### src/rtl/spi_mem_arbiter.sv
// spi_mem_arbiter: shares one SPI memory controller between the fetch and data ports.
// Define SPI_ARB_ROUND_ROBIN_EN for round-robin tie-breaking; otherwise the data port wins ties.
module spi_mem_arbiter #(
   parameter int TIMEOUT_CYCLES = 200
) (
   input  logic        clk,
   input  logic        rst_n,
   input  logic        if_req,
   input  logic [31:0] if_addr,
   output logic        if_ack,
   output logic        if_err,
   output logic [31:0] if_rdata,
   input  logic        d_req,
   input  logic [31:0] d_addr,
   input  logic [2:0]  d_num_bytes,
   input  logic        d_is_write,
   input  logic [31:0] d_wdata,
   output logic        d_ack,
   output logic        d_err,
   output logic [31:0] d_rdata,
   output logic        mem_start,
   output logic [31:0] mem_addr,
   output logic [31:0] mem_wdata,
   output logic [2:0]  mem_num_bytes,
   output logic        mem_is_write,
   input  logic        mem_done,
   input  logic [31:0] mem_rdata,
   output logic        busy,
   output logic [1:0]  state_dbg
);

   // Handshakes: a requester holds req and its command level until its one-cycle ack and
   // drops req on the edge that samples ack. mem_start is held high for the whole
   // transaction, the controller answers with level mem_done, and mem_start then stays
   // low for at least two cycles so the controller can return to idle.

   typedef enum logic [1:0] {
      S_IDLE    = 2'd0,
      S_BUSY    = 2'd1,
      S_RELEASE = 2'd2
   } state_t;

   localparam logic [7:0] WD_LAST = 8'(TIMEOUT_CYCLES - 1);

   state_t      state;
   logic [7:0]  wd_cnt;
   logic        owner_data;
   logic        data_win;
   logic        d_size_bad;
   logic [31:0] rd_aligned;

`ifdef SPI_ARB_ROUND_ROBIN_EN
   logic last_data;

   // Remembers the last grant (illegal-size data requests included); resets to data.
   always_ff @(posedge clk) begin
      if (!rst_n) begin
         last_data <= 1'b1;
      end else if (state == S_IDLE && (if_req || d_req)) begin
         last_data <= data_win;
      end
   end

   assign data_win = d_req && (!if_req || !last_data);
`else
   assign data_win = d_req;
`endif

   assign d_size_bad = (d_num_bytes == 3'd0) || (d_num_bytes > 3'd4);
   // Partial reads arrive in the top bytes; move them down to bit 0.
   assign rd_aligned = mem_rdata >> {(3'd4 - mem_num_bytes), 3'b000};
   assign state_dbg  = state;

   always_ff @(posedge clk) begin
      if (!rst_n) begin
         state         <= S_IDLE;
         wd_cnt        <= 8'd0;
         owner_data    <= 1'b0;
         mem_start     <= 1'b0;
         mem_addr      <= 32'd0;
         mem_wdata     <= 32'd0;
         mem_num_bytes <= 3'd0;
         mem_is_write  <= 1'b0;
         if_ack        <= 1'b0;
         if_err        <= 1'b0;
         if_rdata      <= 32'd0;
         d_ack         <= 1'b0;
         d_err         <= 1'b0;
         d_rdata       <= 32'd0;
         busy          <= 1'b0;
      end else begin
         if_ack <= 1'b0;
         if_err <= 1'b0;
         d_ack  <= 1'b0;
         d_err  <= 1'b0;
         case (state)
            S_IDLE: begin
               if (data_win && d_size_bad) begin
                  d_ack   <= 1'b1;
                  d_err   <= 1'b1;
                  d_rdata <= 32'd0;
                  busy    <= 1'b1;
                  state   <= S_RELEASE;
               end else if (data_win) begin
                  mem_addr      <= d_addr;
                  mem_wdata     <= d_wdata;
                  mem_num_bytes <= d_num_bytes;
                  mem_is_write  <= d_is_write;
                  owner_data    <= 1'b1;
                  mem_start     <= 1'b1;
                  wd_cnt        <= 8'd0;
                  busy          <= 1'b1;
                  state         <= S_BUSY;
               end else if (if_req) begin
                  mem_addr      <= if_addr;
                  mem_wdata     <= 32'd0;
                  mem_num_bytes <= 3'd4;
                  mem_is_write  <= 1'b0;
                  owner_data    <= 1'b0;
                  mem_start     <= 1'b1;
                  wd_cnt        <= 8'd0;
                  busy          <= 1'b1;
                  state         <= S_BUSY;
               end
            end
            S_BUSY: begin
               if (mem_done) begin
                  mem_start <= 1'b0;
                  state     <= S_RELEASE;
                  if (owner_data) begin
                     d_ack   <= 1'b1;
                     d_rdata <= rd_aligned;
                  end else begin
                     if_ack   <= 1'b1;
                     if_rdata <= rd_aligned;
                  end
               end else if (wd_cnt == WD_LAST) begin
                  // Watchdog abort: dropping mem_start makes the controller give up.
                  mem_start <= 1'b0;
                  state     <= S_RELEASE;
                  if (owner_data) begin
                     d_ack   <= 1'b1;
                     d_err   <= 1'b1;
                     d_rdata <= 32'd0;
                  end else begin
                     if_ack   <= 1'b1;
                     if_err   <= 1'b1;
                     if_rdata <= 32'd0;
                  end
               end else begin
                  wd_cnt <= wd_cnt + 8'd1;
               end
            end
            S_RELEASE: begin
               busy  <= 1'b0;
               state <= S_IDLE;
            end
            default: begin
               busy  <= 1'b0;
               state <= S_IDLE;
            end
         endcase
      end
   end

endmodule

### config.mk
export PLATFORM = sky130hd
export DESIGN_NAME = spi_mem_arbiter
export DESIGN_NICKNAME = d
export VERILOG_FILES = /design/src/rtl/spi_mem_arbiter.sv
export SDC_FILE = /design/constraint.sdc
export NUM_CORES = 1
export LEC_CHECK = 0
export ABC_AREA = 1
export BUFFER_PORTS_ARGS = -buffer_cell sky130_fd_sc_hd__buf_4
export CAP_MARGIN = 20
export CORE_MARGIN = 3
export CORE_UTILIZATION = 45
export DETAILED_ROUTE_END_ITERATION = 8
export PLACE_DENSITY_LB_ADDON = 0.15
export SYNTH_ARGS = -nofsm -noshare
export SYNTH_HDL_FRONTEND = slang
export SYNTH_SLANG_ARGS = --single-unit
export TNS_END_PERCENT = 10
### constraint.sdc
create_clock -name clk -period 4.4 [get_ports clk]
set_input_delay 0.44 -clock clk [delete_from_list [all_inputs] [get_ports clk]]
set_output_delay 0.44 -clock clk [all_outputs]
set_load 0.02 [all_outputs]
## Word level (Yosys, flattened, before mapping)

Index checks and enable logic that the tools add are counted.

- Add/sub/neg operators: 2
- Multipliers: 0
- Div/mod/pow operators: 0
- Magnitude comparators: 1
- Eq/ne operators: 10
- Shift-type cells: 1
- Mux-type cells: 49
- Bitwise operators: 4
- Reduce and logical (&&, ||, !) cells: 16

Operators by type and width:

| kind | count |
|---|---|
| 2-to-1 mux 32 bit | 13 |
| one-hot mux 32 bit (2 select lines) | 1 |
| 2-to-1 mux 8 bit | 5 |
| >> shifter 32 x 6 -> 32 bit | 1 |
| 2-to-1 mux 1 bit | 17 |
| one-hot mux 8 bit (2 select lines) | 1 |
| 2-to-1 mux 2 bit | 5 |
| != test 2 bit (second input constant) | 5 |
| adder 8 x 1 -> 8 bit (second input constant) | 1 |
| == test 8 bit (second input constant) | 1 |
| one-hot mux 1 bit (2 select lines) | 4 |
| AND reduction 4 bit | 2 |
| 2-to-1 mux 3 bit | 2 |
| != test 3 bit (second input constant) | 2 |
| AND reduction 2 bit | 3 |
| AND reduction 3 bit | 2 |
| nonzero test 2 bit | 3 |
| AND reduction 5 bit | 1 |
| != test 4 bit (second input constant) | 1 |
| inverter 1 bit | 4 |
| one-hot mux 2 bit (2 select lines) | 1 |
| > comparator 3 bit (second input constant) | 1 |
| zero test 3 bit | 1 |
| OR reduction 3 bit | 1 |
| other kinds (5) | 5 |

- Bits in registers: 149
- Bits in latches: 0
- Memory bits (writable): 0
- Memory bits (read-only): 0
- Input bits: 137
- Output and inout bits: 140
- Word-level logic and storage cells: 98
- Memories kept: 0

## Logic depth before layout (Yosys ltp)

- Depth in word-level cells: 5
- Depth in mapped cells: 12
- Gate-level depth less buffers: 10

## Worst setup path before layout

OpenSTA, ideal clock, no wires.

- Kind: reg2reg
- Start: register mem_num_bytes[0]
- End: register d_rdata[20]
- Setup time: 0.070 ns
- Arrival time: 2.033 ns
- Required time: 4.330 ns
- Path slack: 2.297 ns
- Cell stages (with the launch flop): 12
- Buffers on the path: 4
- Clock period less this slack: 2.103 ns
- Path through: dfxtp_1 > buf_2 > inv_2 > buf_2 > ha_1 > buf_2 > inv_2 > nand3_1 > buf_2 > nor2_1 > nand3_1 > a21oi_1

- Longest elaborated chain between the ends: 5

Ends and longest elaborated chain:

| element | RTL line | RTL |
|---|---|---|
| from (decl) | 24 | `output logic [2:0] mem_num_bytes,` |
| from (signal assigned) | 107 | `mem_num_bytes <= d_num_bytes;` |
| subtractor 3 bit | 71 | `assign rd_aligned = mem_rdata >> {(3'd4 - mem_num_bytes), 3'b000};` |
| >> shifter 32 x 6 -> 32 bit | 71 |  |
| 2-to-1 mux 32 bit | 130 | `if (owner_data) begin` |
| 2-to-1 mux 32 bit | 127 | `if (mem_done) begin` |
| one-hot mux 32 bit (2 select lines) | 96 | `case (state)` |
| to (signal assigned) | 132 | `d_rdata <= rd_aligned;` |
| to (decl) | 20 | `output logic [31:0] d_rdata,` |

Every way passes these cells. The select of a mux whose other input is x is not followed.
A chain may end at the register's enable or synchronous reset.

## Worst setup path in the final report

- Start: register mem_num_bytes[0]
- End: register d_rdata[22]

Same word-level chain as after synthesis.

==> impl_metrics.toml <==
[synth]
avgSynthCellArea_um2 = 7.42
syn_inst = 874
yosys.area.top_type_share = 0.460
syn_area_um2 = 6480
ys_types = 30
ys_seq_area_frac = 0.460
ys_ff_latch = 149
ys_top_cells_by_area = "dfxtp_1 46%, nand3_1 10%, nand2_1 9.3%"
yosysWarningCount = 0
synth_fp_nets = 1013
yosysTopAreaCell = "dfxtp_1"

[die]
rows = 43
fp.dieW_um = 126
start_util = 0.464
core-area_um2 = 14000
die-height_um = 126
die_area_um2 = 15900
io_pins = 277

[min_path]
hold_class = "in -> reg"
min-delay-start = "d_wdata[23]"
hold_depth = 3
min_to = "mem_wdata[23]"

[final_layout]
drive_gt1_frac = 0.296
finalNonFillerCells = 1300
syn2layout_area_growth_pct = 40.3
num-nets-final = 1246
antenna_cells = 0

[critical_path]
r2r_start = "mem_num_bytes[0]"
critPathBufInv = 3
crit_arrival_ns = 3.30
rrSetupSlack_ns = 1.45
path_depth = 8
path_cells = "buf_4 -> inv_2 -> ha_1 -> inv_2 -> nand3_1 -> nor2_1 -> nand3_1 -> a21oi_1"
path_max_fanout = 33
rr_endpoint = "d_rdata[22]"
slowest_delay_ns = 0.59
cp-start-kind = "flip-flop"
cp.required_ns = 4.75
crit_family = "simple AND/OR/NAND/NOR gates"
crit_slowest_cell = "ha_1"
rr_worst_depth = 8
critPathKind = "reg -> reg"
worstSetupEndpointType = "flip-flop"

[route]
dr.pass1.iters = 6
wl_per_cell_um = 16.3
via_per_inst = 5.24
drt_iter0_markers = 553
routed-via-count = 6807
drtAntennaViolNets = 0
drcViolationCount = 0
wl_um = 21200

[place]
dp_hpwl_um = 15000
placedCellCount = 1267
gp_congestion = 0.888
io_buffers = 276

[global_route]
grtUsageMet1 = 0.304
grt_pass1_vias = 6397
top_usage_layer = "met2"
grt_util_met2 = 0.443
met3_usage = 0.0882
grt_start_max_net_pins = 73
grt_pass1_wl_um = 33200
antenna_found_initial = 0
grt_overflow = 0
grt_use_total = 0.259

[clock_tree]
clk_pin_slew_worst_paths_ns = 0.06
cts_setup_buffers = 0
cts_root_buf = "clkbuf_16"
cts_tree = "yes"
worstSkewPairLatency_ns = 0.42
holdBufCountCts = 0
htree_levels = 4
clockBufferDepth = 2
ctsResizeCount = 0
numCtsBuffers = 17
cts.sinks = 149

[sta]
setup_viol_count_final = 0
fin_crit_sh = 0.671
drv_slew = 0
rsz0062_at_grt = "no"
fmax_ghz = 0.339
tightest_slew_ns = 0.754
hold_viol = 0
max_slew_margin = 0.498
tns_ns = 0
layout_min_cycle_time_ns = 2.95
skew_ns = 0.00764

[pwr]
irDropWorstVdd_mv = 0.273
leakagePower_nw = 4.10
p_per_area_nw_per_um2 = 406

[run]
cap_violations = 0

[status]
outcome = "finished clean"
==> per-layer routing <==
metal | up-vias | routed length (um)
met5 | - | 0
met4 | 0 | 592
met3 | 36 | 1730
met2 | 277 | 10400
met1 | 3091 | 8470
li1 | 3403 | -
==> cell usage in the layout, fill, tap and decap left out, drive strengths merged <==
master	count
clkinvlp	2
ha	2
nand3b	2
nand3	134
nor3	2
dfxtp	149
and2	8
inv	17
xor2	1
xnor2	1
nor2	107
nand2	166
buf	284
nand4	2
o21ai	64
bufinv	1
mux2i	32
clkbuf	25
clkinv	5
a21oi	116
==> flip-flops by register name, indices dropped and copies added (netlist names), 2 cells and up <==
name           count
mem_addr          32
state_dbg          2
d_rdata           32
if_rdata          32
mem_num_bytes      3
mem_wdata         32
wd_cnt             8
==> cells by family after synthesis <==
| family | synth area share |
|---|---|
| simple gates | 0.280 |
| compound gates | 0.140 |
| flops | 0.460 |
| buf+inv | 0.0629 |
| mux | 0.0494 |
| xor+xnor | 0.00386 |
| fa+ha+maj | 0.00386 |
==> worst register-to-register path: cells and delay by family, from the launching register on <==
kind / cells / cell delay (ns)
and+or+nand+nor: 3 / 0.97
DFF: 1 / 0.30
adders and majority gates: 1 / 0.60
buffers and inverters: 3 / 0.87
AOI/OAI and AO/OA: 1 / 0.15
==> cell type report <==
type / count / area [um^2]
clock buffer: 25 / 515
clock inverter: 7 / 68.8
fill: 1267 / 4890
inverter: 18 / 68.8
multi-input combinational: 637 / 3090
sequential: 149 / 2980
tap: 180 / 225
timing repair buffer: 284 / 2140
==> synthesized netlist by cell type, drive strengths merged <==
| cell | count |
|---|---|
| nor2 | 107 |
| clkbuf | 28 |
| xor2 | 1 |
| nand4 | 2 |
| xnor2 | 1 |
| ha | 2 |
| nand2 | 166 |
| dfxtp | 149 |
| clkinv | 1 |
| nor3 | 2 |
| nand3b | 2 |
| o21ai | 64 |
| inv | 17 |
| buf | 42 |
| mux2i | 32 |
| a21oi | 116 |
| and2 | 8 |
| nand3 | 134 |
==> worst max path at each step <==
| stage | start | end |
|---|---|---|
| CTS | mem_num_bytes[0] | if_rdata[20] |
| global route | mem_num_bytes[0] | d_rdata[30] |
| floorplan | mem_num_bytes[0] | d_rdata[20] |
| finish | mem_num_bytes[0] | d_rdata[22] |
| global placement | mem_num_bytes[0] | d_rdata[31] |
| detailed placement | mem_num_bytes[0] | d_rdata[31] |
==> report_power, final <==
part	internal, W	switching [W]
registers	0.00144	0.0000518
clock network	0.000867	0.000552
logic	0.000307	0.000476
==> stage by stage <==
stage               hold slack [ns]   util  setup WS, ns  cell area [um^2]  power [W]
floorplan                     0.447      -          2.30              6480    0.00198
global placement              0.453  0.607          1.56              8490    0.00229
detailed placement            0.455  0.607          1.51              8490    0.00230
CTS                           0.280  0.649          1.50              9080    0.00371
global route                  0.288  0.650          1.19              9100    0.00385
finish                        0.292  0.650          1.45              9100    0.00369
No activity file was read; power rests on OpenSTA's default activity.
